`src/rtl/sram_tile_reader_pkg.sv`:
```
// Shared constants and FSM encoding for the GEMM tile reader.
package sram_tile_reader_pkg;
   localparam int DEF_ADDR_WIDTH = 16;
   localparam int DEF_DATA_WIDTH = 32;
   localparam int DEF_DIM_WIDTH  = 8;
   localparam int FIFO_DEPTH     = 2;

   typedef enum logic [1:0] {
      ST_IDLE  = 2'd0,
      ST_ISSUE = 2'd1,
      ST_DRAIN = 2'd2
   } state_t;
endpackage

```
`src/rtl/sram_tile_reader_if.sv`:
```
// SRAM read port plus element stream toward the GEMM array.
interface sram_tile_reader_if #(
   parameter int ADDR_WIDTH = 16,
   parameter int DATA_WIDTH = 32
);
   logic                  sram_re;
   logic [ADDR_WIDTH-1:0] sram_addr;
   logic [DATA_WIDTH-1:0] sram_rdata;
   logic                  out_valid;
   logic                  out_ready;
   logic [DATA_WIDTH-1:0] out_data;
   logic                  out_last_col;
   logic                  out_last;

   modport master (
      output sram_re, sram_addr, out_valid, out_data, out_last_col, out_last,
      input  sram_rdata, out_ready
   );
   modport slave (
      input  sram_re, sram_addr, out_valid, out_data, out_last_col, out_last,
      output sram_rdata, out_ready
   );
endinterface

```
`src/rtl/sram_tile_reader_tile_fifo2.sv`:
```
// Two-entry FIFO for returned SRAM words and their tags; push and pop may coincide.
module tile_fifo2 #(
   parameter int WIDTH = 34
) (
   input  logic             clk,
   input  logic             reset_n,
   input  logic             push,
   input  logic [WIDTH-1:0] din,
   input  logic             pop,
   output logic [WIDTH-1:0] dout,
   output logic             full,
   output logic             empty
);
   logic [1:0][WIDTH-1:0] mem;
   logic                  wr_ptr, rd_ptr;
   logic [1:0]            count;
   logic                  do_push, do_pop;

   assign full    = (count == 2'd2);
   assign empty   = (count == 2'd0);
   assign dout    = mem[rd_ptr];
   assign do_push = push && !full;
   assign do_pop  = pop && !empty;

   always_ff @(posedge clk or negedge reset_n) begin
      if (!reset_n) begin
         mem    <= '0;
         wr_ptr <= 1'b0;
         rd_ptr <= 1'b0;
         count  <= 2'd0;
      end else begin
         if (do_push) begin
            mem[wr_ptr] <= din;
            wr_ptr      <= ~wr_ptr;
         end
         if (do_pop) rd_ptr <= ~rd_ptr;
         case ({do_push, do_pop})
            2'b10:   count <= count + 2'd1;
            2'b01:   count <= count - 2'd1;
            default: count <= count;
         endcase
      end
   end
endmodule

```
`src/rtl/sram_tile_reader.sv`:
```
// Streams a rows x cols tile out of SRAM in row-major order with backpressure-safe read credits.
module sram_tile_reader
   import sram_tile_reader_pkg::*;
#(
   parameter int ADDR_WIDTH = DEF_ADDR_WIDTH,
   parameter int DATA_WIDTH = DEF_DATA_WIDTH,
   parameter int DIM_WIDTH  = DEF_DIM_WIDTH
) (
   input  logic                  clk,
   input  logic                  reset_n,
   input  logic                  start,
   input  logic [ADDR_WIDTH-1:0] base_addr,
   input  logic [DIM_WIDTH-1:0]  rows,
   input  logic [DIM_WIDTH-1:0]  cols,
   input  logic [ADDR_WIDTH-1:0] row_stride,
   output logic                  busy,
   output logic                  done,
   sram_tile_reader_if.master    bus
);
   state_t                state, state_nxt;
   logic [DIM_WIDTH-1:0]  rows_q, cols_q, row_cnt, col_cnt;
   logic [ADDR_WIDTH-1:0] stride_q, row_base, cur_addr, last_addr;
   logic                  infl;
   logic [1:0]            infl_tag;
   logic                  re, accept, empty_tile, pop, head_last;
   logic                  issue_last_col, issue_last;
   logic                  fifo_full, fifo_empty;
   logic [2:0]            used;
   logic [DATA_WIDTH+1:0] head;

   assign accept     = (state == ST_IDLE) && start && (rows != '0) && (cols != '0);
   assign empty_tile = (state == ST_IDLE) && start && ((rows == '0) || (cols == '0));
   assign pop        = !fifo_empty && bus.out_ready;
   assign head_last  = head[DATA_WIDTH+1];

   assign issue_last_col = (col_cnt == cols_q - DIM_WIDTH'(1));
   assign issue_last     = issue_last_col && (row_cnt == rows_q - DIM_WIDTH'(1));

   // Credits count the slot freed by this cycle's pop, so a full-rate stream never stalls.
   assign used = (fifo_full ? 3'd2 : (fifo_empty ? 3'd0 : 3'd1)) + {2'b0, infl} - {2'b0, pop};

   always_ff @(posedge clk or negedge reset_n) begin
      if (!reset_n) state <= ST_IDLE;
      else          state <= state_nxt;
   end

   always_comb begin
      state_nxt = state;
      case (state)
         ST_IDLE:  if (accept) state_nxt = ST_ISSUE;
         ST_ISSUE: if (re && issue_last) state_nxt = ST_DRAIN;
         ST_DRAIN: if (pop && head_last) state_nxt = ST_IDLE;
         default:  state_nxt = ST_IDLE;
      endcase
   end

   always_comb begin
      busy = (state != ST_IDLE);
      re   = (state == ST_ISSUE) && (used < 3'd2);
   end

   always_ff @(posedge clk or negedge reset_n) begin
      if (!reset_n) begin
         rows_q    <= '0;
         cols_q    <= '0;
         stride_q  <= '0;
         row_cnt   <= '0;
         col_cnt   <= '0;
         row_base  <= '0;
         cur_addr  <= '0;
         last_addr <= '0;
         infl      <= 1'b0;
         infl_tag  <= 2'b0;
         done      <= 1'b0;
      end else begin
         infl     <= re;
         infl_tag <= {issue_last, issue_last_col};
         done     <= ((state == ST_DRAIN) && pop && head_last) || empty_tile;
         if (accept) begin
            rows_q   <= rows;
            cols_q   <= cols;
            stride_q <= row_stride;
            row_cnt  <= '0;
            col_cnt  <= '0;
            row_base <= base_addr;
            cur_addr <= base_addr;
         end else if (re) begin
            last_addr <= cur_addr;
            if (issue_last_col) begin
               col_cnt  <= '0;
               row_cnt  <= row_cnt + DIM_WIDTH'(1);
               row_base <= row_base + stride_q;
               cur_addr <= row_base + stride_q;
            end else begin
               col_cnt  <= col_cnt + DIM_WIDTH'(1);
               cur_addr <= cur_addr + ADDR_WIDTH'(1);
            end
         end
      end
   end

   tile_fifo2 #(.WIDTH(DATA_WIDTH + 2)) u_fifo (
      .clk     (clk),
      .reset_n (reset_n),
      .push    (infl),
      .din     ({infl_tag, bus.sram_rdata}),
      .pop     (pop),
      .dout    (head),
      .full    (fifo_full),
      .empty   (fifo_empty)
   );

   assign bus.sram_re      = re;
   assign bus.sram_addr    = re ? cur_addr : last_addr;
   assign bus.out_valid    = !fifo_empty;
   assign bus.out_data     = head[DATA_WIDTH-1:0];
   assign bus.out_last_col = head[DATA_WIDTH];
   assign bus.out_last     = head[DATA_WIDTH+1];
endmodule

```
`src/flat_wrapper.sv`:
```
// flat-port wrapper written by rule: the top's interface ports become plain ports
module sram_tile_reader_flat import sram_tile_reader_pkg::*;
#(
   parameter int ADDR_WIDTH = DEF_ADDR_WIDTH,
   parameter int DATA_WIDTH = DEF_DATA_WIDTH,
   parameter int DIM_WIDTH  = DEF_DIM_WIDTH
)
  (clk, reset_n, start, base_addr, rows, cols, row_stride, busy, done, bus_sram_re, bus_sram_addr, bus_out_valid, bus_out_data, bus_out_last_col, bus_out_last, bus_sram_rdata, bus_out_ready);
  sram_tile_reader_if #(.ADDR_WIDTH(ADDR_WIDTH), .DATA_WIDTH(DATA_WIDTH)) bus_i ();
  input  logic clk;
  input  logic reset_n;
  input  logic start;
  input  logic [ADDR_WIDTH-1:0] base_addr;
  input  logic [DIM_WIDTH-1:0] rows;
  input  logic [DIM_WIDTH-1:0] cols;
  input  logic [ADDR_WIDTH-1:0] row_stride;
  output logic busy;
  output logic done;
  output wire logic [$bits(bus_i.sram_re)-1:0] bus_sram_re;
  output wire logic [$bits(bus_i.sram_addr)-1:0] bus_sram_addr;
  output wire logic [$bits(bus_i.out_valid)-1:0] bus_out_valid;
  output wire logic [$bits(bus_i.out_data)-1:0] bus_out_data;
  output wire logic [$bits(bus_i.out_last_col)-1:0] bus_out_last_col;
  output wire logic [$bits(bus_i.out_last)-1:0] bus_out_last;
  input wire logic [$bits(bus_i.sram_rdata)-1:0] bus_sram_rdata;
  input wire logic [$bits(bus_i.out_ready)-1:0] bus_out_ready;
  assign bus_sram_re = bus_i.sram_re;
  assign bus_sram_addr = bus_i.sram_addr;
  assign bus_out_valid = bus_i.out_valid;
  assign bus_out_data = bus_i.out_data;
  assign bus_out_last_col = bus_i.out_last_col;
  assign bus_out_last = bus_i.out_last;
  assign bus_i.sram_rdata = bus_sram_rdata;
  assign bus_i.out_ready = bus_out_ready;
  sram_tile_reader #(.ADDR_WIDTH(ADDR_WIDTH), .DATA_WIDTH(DATA_WIDTH), .DIM_WIDTH(DIM_WIDTH)) u_core (.clk(clk), .reset_n(reset_n), .start(start), .base_addr(base_addr), .rows(rows), .cols(cols), .row_stride(row_stride), .busy(busy), .done(done), .bus(bus_i));
endmodule
```
`config.mk`:
```
export PLATFORM = sky130hd
export DESIGN_NAME = sram_tile_reader_flat
export DESIGN_NICKNAME = d
export VERILOG_FILES = /design/src/rtl/sram_tile_reader_pkg.sv /design/src/rtl/sram_tile_reader_if.sv /design/src/rtl/sram_tile_reader_tile_fifo2.sv /design/src/rtl/sram_tile_reader.sv /design/src/flat_wrapper.sv
export SDC_FILE = /design/constraint.sdc
export NUM_CORES = 1
export LEC_CHECK = 0
export CORE_MARGIN = 2
export CORE_UTILIZATION = 40
export DETAILED_ROUTE_END_ITERATION = 16
export HOLD_SLACK_MARGIN = 0.06
export REMOVE_ABC_BUFFERS = 1
export SYNTH_ARGS = -nofsm -noshare
export SYNTH_HDL_FRONTEND = slang
export SYNTH_SLANG_ARGS = --single-unit
```
`constraint.sdc`:
```
create_clock -name clk -period 4.53 [get_ports clk]
set_input_delay 1.1325 -clock clk [delete_from_list [all_inputs] [get_ports clk]]
set_output_delay 1.1325 -clock clk [all_outputs]
set_load 0.01 [all_outputs]
```
# After elaboration in Yosys (flattened, before gate mapping)
# Cells that the tools add are included.
# word_totals
regBits	174
inputBits	84
# classes
addsub	10
n_lt_le_gt_ge	4
eq_ne	10
n_mux	25
bitwise_logic	2
n_reduce_logical	30
# op_table
cell	n
2-to-1 mux 16 bit	7
2-to-1 mux 34 bit	3
bitwise mux 68 bit	1
2-to-1 mux 8 bit	6
demux 34 bit (select 1 bit)	1
adder 16 x 1 -> 16 bit (second input constant)	1
adder 16 bit	1
adder 8 x 1 -> 8 bit (second input constant)	2
equality test 8 bit	2
zero test 8 bit	2
nonzero test 8 bit	2
subtractor 8 x 1 -> 8 bit (second input constant)	2
logical AND 1 bit	14
nonzero test 2 bit	4
equality test 2 bit (second input constant)	3
2-to-1 mux 2 bit	3
!= test 2 x 1 -> 1 bit (second input constant)	3
case mux 2 bit (3 select lines)	1
equality test 2 x 1 -> 1 bit (second input constant)	2
zero test 2 bit	2
< comparator 1 x 2 -> 1 bit (second input constant)	2
case mux 2 bit (2 select lines)	1
adder 3 x 1 -> 3 bit	1
< comparator 3 x 2 -> 1 bit (second input constant)	1
11 further kinds	14

# Logic depth before layout (Yosys ltp)
# Gate-level depths: netlist of run 1.
# depth
word_depth	10
ltp_mapped	13
ltp_nobuf	12

# Hierarchy
# From an unflattened synthesis of run 1, not the netlist that was laid out.
# hier_totals
hier_cells	933
area_unflattened_um2	9350.2
# modules_own_cells
mod	instances	cells_per_inst	area_per_inst_um2	seq_area_each_um2
sram_tile_reader	1	734	6208.5	2552.4
tile_fifo2	1	199	3141.8	1801.7

# Worst setup path after synthesis of run 1
# OpenSTA, ideal clock, no wires.
# synth_timing
path_kind	input -> output
from	input port bus_out_ready
to	output port bus_sram_addr[10]
arrival_time_ns	3.472
setup_slack_ns	-0.075
stages	12
path_cell_list	and2_1 > clkbuf_1 > ha_1 > nand2b_1 > fa_1 > xnor2_1 > nand3_2 > inv_1 > clkbuf_1 > buf_1 > nand2_1 > nand2_1
# synth_via
elab_chain_cells	5
# synth_lines
item	line	rtl
from (decl)	flat_wrapper.sv:26	input wire logic [$bits(bus_i.out_ready)-1:0] bus_out_ready;
logical AND 1 bit	sram_tile_reader.sv:33	assign pop = !fifo_empty && bus.out_ready;
subtractor 3 x 1 -> 3 bit	sram_tile_reader.sv:40	assign used = (fifo_full ? 3'd2 : (fifo_empty ? 3'd0 : 3'd1)) + {2'b0, infl} - {2'b0, pop};
< comparator 3 x 2 -> 1 bit	sram_tile_reader.sv:59	re = (state == ST_ISSUE) && (used < 3'd2);
logical AND 1 bit	sram_tile_reader.sv:59	
named net bus_sram_re	flat_wrapper.sv:19	output wire logic [$bits(bus_i.sram_re)-1:0] bus_sram_re;
2-to-1 mux 16 bit	sram_tile_reader.sv:114	assign bus.sram_addr = re ? cur_addr : last_addr;
to (decl)	flat_wrapper.sv:20	output wire logic [$bits(bus_i.sram_addr)-1:0] bus_sram_addr;
# The timed path passes the listed nets, and every way through them passes these cells.

# Worst setup path in the final report of run 1
# layout_timing
from	input port bus_out_ready
to	output port bus_sram_addr[0]
# layout_via
elab_chain_cells	5
# layout_lines
item	line
logical AND 1 bit	sram_tile_reader.sv:33
subtractor 3 x 1 -> 3 bit	sram_tile_reader.sv:40
< comparator 3 x 2 -> 1 bit	sram_tile_reader.sv:59
logical AND 1 bit	sram_tile_reader.sv:59
2-to-1 mux 16 bit	sram_tile_reader.sv:114
# No other way between the ends.

==> summary.md, run 1 <==
| Metric | Value |
|---|---|
| Status | complete, no violations |
| Worst R2R End | u_core.row_cnt[7] |
| Die W | 154 µm |
| Worst path arrival time | 3040 ps |
| Number of I/O pins | 138 |
| Fmax | 240 MHz |
| WL met1 | 10800 µm |
| Chip height | 154 µm |
| R2R cell count | 14 |
| Buf/Inv on CP | 5 |
| Clock-pin slew on the worst setup and hold paths | 70 ps |
| Cts bufs inserted | 17 |
| Distinct cell type count of the synthesized netlist | 69 |
| Max Used Layer | met5 |
| DR vias | 7055 |
| Clock sink count | 174 |
| Vias in the first global route | 6810 |
| Top cells by area, synth | dfrtp_1 (48%), mux2_2 (13%), nand2_1 (7.8%) |
| RSZ-0062 raised after global routing | no |
| Global route overflow | 0 |
| Area Growth Syn to Fin | 28.5% |
| CP most frequent cell | nand2_1 |
| Post-synthesis sequential area ratio | 48.1% |
| # DRC | 0 |
| Mapped cell area | 9060 µm² |
| Hpwl dp | 14800 µm |
| Main synth FF type | dfrtp_1 |
| CTS tree | yes |
| Worst-path cell chain | dlymetal6s2s_1, and2_4, ha_4, nand2b_4, fa_2, xnor2_2, nand3_4, inv_8, buf_12, buf_6, nand2_1, nand2_1, buf_2 |
| Max Transition Viols Final | 0 |
| CP Launch Type | input pin |
| Worst VDD drop | 324 µV |
| DRT iter0 DRCs | 532 |
| Final setup fails | 0 |
| First-pass DRT Iterations | 4 |
| FF-to-FF Start | u_core.u_fifo.count[0] |
| Critical path launch point | bus_out_ready |
| Period utilization | 92.1% |
| CTS Root Cell | clkbuf_16 |
| Initial antenna violation count | 1 |
| Family with the most delay on the worst path | buffers and inverters |
| Slowest Stage Delay on Critical Path | 350 ps |
| Worst-Skew Late Latency | 430 ps |
| WL met3 | 1020 µm |
| Drt wl/cell | 17.2 µm |
| Warnings, synthesis | 0 |
| Final Hold Vio Count | 0 |
| Met2 WL | 10700 µm |
| Post-synth top cells | nand2_1 (189), dfrtp_1 (174), mux2_2 (103), nor2_1 (58), xnor2_1 (40) |
| Gr usage total | 19.1% |
| Placer congestion estimate | 0.866 |
| Worst slew pin tran | 1100 ps |
| Stages on worst setup path | 13 |
| Leakage | 5.19 nW |
| Crit end category | output port |
| Initial core utilization | 40.4% |
| Most common cell in the synthesized netlist | nand2_1 |
| Number of hold buffers added after cts | 0 |
| WHS | 459 ps |
| P per Cell Area | 816 nW/µm² |
| Ys async rst share | 100% |
| Die area | 23900 µm² |
| Nets@finish | 1148 |
| Antenna diodes | 0 |
| Worst reg2reg setup slack | 560 ps |
| WL final | 23000 µm |
| Area leader, netlist | dfrtp_1 |
| Vias per inst | 5.27 |
| Min Clock Period, post-route | 4170 ps |
| Global-route wire length before repair | 36200 µm |
| Pin count of the biggest net entering global routing | 97 |
| Hold Path Class | register to register |
| PortBufs | 137 |
| Maximum net fanout on the critical path | 5 |
| Max-cap violations | 0 |
| # H-tree levels | 4 |
| EDFF count, synth | 0 |
| #FFs+latches synth | 174 |
| Avg Inst Size Synth | 10.1 µm² |
| Setup CP Type | input pin to output port |
| Post-Synthesis Cells | 899 |
| Layout cells sized above 1 | 20.8% |
| Max stage delay cell, worst path | fa_2 |
| Placement Rows | 55 |
| Setup_tns | 0 ps |
| Area share of the largest cell type after synthesis | 48.1% |
| WP data required | 3400 ps |
| Relative max-transition margin | 26.5% |
| Post-route ant nets | 0 |
| Final setup skew | 11.2 ps |
| Core Area | 22400 µm² |
| CP Capture Point | bus_sram_addr[0] |
| Max Root-Sink Buffers | 2 |
-- kinds of logic (layout without fill, tap and decap cells) --
| kind of cell | Yosys count | in the layout | share of synthesized area [%] |
|---|---|---|---|
| simple gates | 356 | 356 | 17.8 |
| flops | 174 | 174 | 48.1 |
| compound gates | 116 | 116 | 8.68 |
| mux | 108 | 108 | 13.4 |
| buf+inv | 62 | 216 | 2.93 |
| xor+xnor | 58 | 58 | 5.61 |
| fa+ha+maj | 25 | 25 | 3.59 |
-- power breakdown --
group          leakage, nW  switching [mW]  internal (mW)
Clock                0.293           0.633          0.861
Combinational         2.77            2.63           2.72
Sequential            2.12           0.447           2.21
Total                 5.19            3.71           5.79
-- per-layer routing --
metal	GRT usage (%)	vias to the layer above
li1	-	3402
met5	0	-
met1	26.2	3435
met4	6.66	2
met2	30.8	185
met3	3.28	31
-- cells in the final DEF, fill, tap and decap left out, types with 4 or more instances in the layout --
master / count
o21ai_0: 21
o22ai_1: 8
nand2_2: 11
nor4_1: 11
mux2_2: 103
a21oi_1: 29
nand2b_1: 4
clkbuf_16: 20
dfrtp_1: 174
ha_1: 21
xnor2_1: 39
nand4_1: 8
nand2_1: 173
buf_2: 15
buf_4: 14
nor2b_1: 4
buf_12: 6
and3_1: 10
xor2_1: 18
a21o_1: 7
nor2_1: 56
nand3_1: 23
mux2i_1: 5
a2111oi_0: 4
a211oi_1: 5
nand2_4: 5
a31oi_1: 5
clkdlybuf4s50_1: 118
inv_1: 16
nor3_1: 19
-- registers in the layout (all words and copies together) (netlist names) --
name                  count
u_core.u_fifo.rd_ptr      1
u_core.infl_tag           2
u_core.u_fifo.wr_ptr      1
u_core.row_cnt            8
u_core.row_base          16
u_core.u_fifo.count       2
u_core.stride_q          16
u_core.col_cnt            8
u_core.cols_q             8
u_core.u_fifo.mem        68
u_core.done               1
u_core.rows_q             8
u_core.state              2
u_core.cur_addr          16
u_core.last_addr         16
u_core.infl               1
-- worst min path at each step --
stage,startpoint,to,slack (ps),depth (start not counted)
after global routing,u_core.state[0],u_core.done,480,1
after detailed placement,u_core.state[0],u_core.done,450,1
after global placement,u_core.state[0],u_core.done,450,1
after floorplan,u_core.state[0],u_core.done,430,1
final,u_core.state[0],u_core.done,460,1
after CTS,u_core.state[0],u_core.done,460,1
-- area by class of cell --
cell class | instances | area (µm²)
Clock inverter | 12 | 134
Fill cell | 2101 | 10800
Inverter | 19 | 78.8
Sequential cell | 174 | 4350
Timing Repair Buffer | 165 | 1690
Tap cell | 285 | 357
Multi-Input combinational cell | 663 | 4560
Clock buffer | 20 | 467
-- metrics by stage --
step | instances | instance area (µm²) | setup WS [ps] | utilization, % | total power, mW
3_5_place_dp | 1297 | 10800 | -445 | 48.2 | 7.38
3_3_place_gp | 1297 | 10800 | -382 | 48.2 | 7.32
4_1_cts | 1332 | 11500 | -52.9 | 51.2 | 9.18
5_1_grt | 1338 | 11600 | 269 | 51.9 | 10.2
2_1_floorplan | 856 | 8860 | -278 | - | 5.50
6_report | 1338 | 11600 | 359 | 51.9 | 9.50
-- worst register-to-register path: stages, from the launching register on --
cell	delay, ps
dfrtp_1	450
or2_2	340
and2_4	180
ha_4	210
nand2b_4	130
fa_2	350
xnor2_2	200
nand3_4	140
buf_8	180
clkbuf_16	160
buf_4	200
or4_1	680
nor4_1	410
xnor2_1	160
nor2_1	50
-- repair_timing --
| item | CTS | global route |
|---|---|---|
| endpoints found under the hold margin | 0 | 0 |
| pin swaps | 3 | 11 |
| endpoints found under the setup margin | 17 | 17 |
| cloned | 2 | 3 |
| gates resized for setup | 78 | 27 |
| buffers inserted | 1 | 3 |
(Power assumes the default switching activity.)
==> run 2: changes to the inputs <==
==> constraint.sdc (replaced) <==
create_clock -name clk -period 3.9 [get_ports clk]
set_input_delay 0.975 -clock clk [delete_from_list [all_inputs] [get_ports clk]]
set_output_delay 0.975 -clock clk [all_outputs]
set_load 0.01 [all_outputs]
==> summary.md, run 2 (same netlist as run 1, synthesis figures left out) <==
| Metric | Value |
|---|---|
| Status | complete, no violations |
| Hold Path Class | register to register |
| Buf/Inv on CP | 3 |
| Placed cell count | 1312 |
| Cell Count, Final, Fillers Out | 1347 |
| Final setup fails | 0 |
| P per Cell Area | 918 nW/µm² |
| WL final | 22000 µm |
| Final setup skew | 11.9 ps |
| Initial core utilization | 40.4% |
| Area occupied by multi-input gates | 4600 µm² |
| Placer congestion estimate | 0.918 |
| WP data required | 2920 ps |
| Global Route met1 Usage | 26.5% |
| Number of I/O pins | 138 |
| Design Power | 10.7 mW |
| Worst reg2reg setup slack | 290 ps |
| FF-to-FF Start | u_core.u_fifo.count[0] |
| Worst-path cell chain | or2_4, and2_4, ha_4, nand2b_4, fa_2, xnor2_2, nand3_4, inv_6, buf_6, nand2_1, nand2_1, buf_2 |
| Cts bufs inserted | 17 |
| Clock-pin slew on the worst setup and hold paths | 80 ps |
| Die area | 23900 µm² |
| GR peak layer | met2 |
| Most frequent cells in the layout | dfrtp_1 (174), nand2_1 (163), clkdlybuf4s50_1 (118), mux2_2 (103), nor2_1 (56) |
| Worst R2R End | u_core.row_cnt[7] |
| Hold depth | 1 |
| Worst slew pin tran | 1080 ps |
| Largest register FFs | 68 |
| Place WS | -827 ps |
| Hold Path End | u_core.done |
| Maximum net fanout on the critical path | 7 |
| Max stage delay cell, worst path | dfrtp_1 |
| Pin count of the biggest net entering global routing | 88 |
| Max Root-Sink Buffers | 2 |
| Period utilization | 97.5% |
| Worst path arrival time | 2830 ps |
| Core Area | 22400 µm² |
| Worst-Skew Late Latency | 440 ps |
| # DRC | 0 |
| Max Transition Viols Final | 0 |
| Min Clock Period, post-route | 3800 ps |
| DR vias | 6955 |
| Placement Rows | 55 |
| # H-tree levels | 4 |
| GR Layer Usage met2 | 31.2% |
| Clock sink count | 174 |
| CTS tree | yes |
| First-pass DRT Iterations | 4 |
| Global route overflow | 0 |
| Number of fill cells | 2048 |
| PortBufs | 137 |
| Post-route ant nets | 0 |
| Chip height | 154 µm |
| Worst VDD drop | 446 µV |
| Die W | 154 µm |
| Vias in the first global route | 7062 |
| R2R cell count | 13 |
| Final core occ | 51.9% |
| Relative max-transition margin | 28.0% |
| Initial antenna violation count | 0 |
| Setup ws final | 96.2 ps |
| Sequential cell area | 4350 µm² |
| Fmax | 263 MHz |
| CTS Root Cell | clkbuf_16 |
| RSZ-0062 raised after global routing | yes |
| Max-cap violations | 0 |
| Global-route wire length before repair | 36700 µm |
| Antenna diodes | 0 |
| M3 GR Usage | 3.84% |
| Leakage | 5.21 nW |
| Layout cells sized above 1 | 22.6% |
| Area Growth Syn to Fin | 28.6% |
| Min-delay src | u_core.state[0] |
| Family with the most delay on the worst path | simple AND/OR/NAND/NOR gates |
| Hpwl dp | 15200 µm |
| Gr usage total | 19.1% |
| Slowest Stage Delay on Critical Path | 380 ps |
| Most flop-heavy register | u_core.u_fifo.mem |
| Vias per inst | 5.16 |
| CP most frequent cell | nand2_1 |
| Crit end category | output port |
| Nets@finish | 1157 |
| WHS | 474 ps |
| Setup CP Type | register to output port |
| Final Hold Vio Count | 0 |
| Most common cell after layout, fill and taps aside | dfrtp_1 |
| DRT iter0 DRCs | 331 |
| Drt wl/cell | 16.3 µm |
| CP Launch Type | register |
-- run 2: routing by layer --
metal | vias up | part of all wire [%]
met5 | - | 0
met4 | 0 | 0.99
met3 | 18 | 4.4
met2 | 181 | 47
met1 | 3334 | 48
li1 | 3422 | -
-- run 2: layout make-up --
| class | count | area share (%) |
|---|---|---|
| well taps | 285 | 3.06 |
| multi-input cells | 663 | 39.5 |
| flip-flops and latches | 174 | 37.4 |
| inverters | 19 | 0.655 |
| repair buffers | 174 | 14.5 |
| clock buffers | 18 | 3.77 |
| clock inverters | 14 | 1.16 |
-- run 2: worst reg2reg max path, cell delays in order, from the launching register on --
cell	delay (ps)
dfrtp_1	380
or2_4	250
and2_4	160
ha_4	230
nand2b_4	130
fa_2	350
xnor2_2	200
nand3_4	160
buf_8	200
buf_4	170
or4_1	660
nor4_1	390
xnor2_1	160
nor2_1	50
-- run 2: worst max path at each step --
stage / cells past startpoint / endpoint / startpoint
2_1_floorplan: 9 / bus_sram_addr[0] / bus_out_ready
4_1_cts: 12 / bus_sram_addr[5] / bus_out_ready
3_3_place_gp: 12 / bus_sram_addr[11] / bus_out_ready
6_report: 12 / bus_sram_addr[2] / u_core.u_fifo.count[0]
5_1_grt: 12 / bus_sram_addr[3] / u_core.u_fifo.count[0]
3_5_place_dp: 12 / bus_sram_addr[11] / bus_out_ready
-- run 2: power by group --
group	internal (mW)	switching, mW
logic	3.07	2.86
registers	2.56	0.515
clock network	0.870	0.821
-- run 2: what timing repair did --
action,4_1_cts,5_1_grt
hold buffers,0,0
endpoints found under the setup margin,35,17
pin swaps,7,11
gates resized for setup,96,31
buffers inserted,4,2
-- run 2: per-stage QoR --
stage	area (µm²)	TNS [ps]
3_3_place_gp	10900	-27270
3_5_place_dp	10900	-30680
2_1_floorplan	8860	-12600
5_1_grt	11600	-28.3
4_1_cts	11500	0
6_report	11600	0
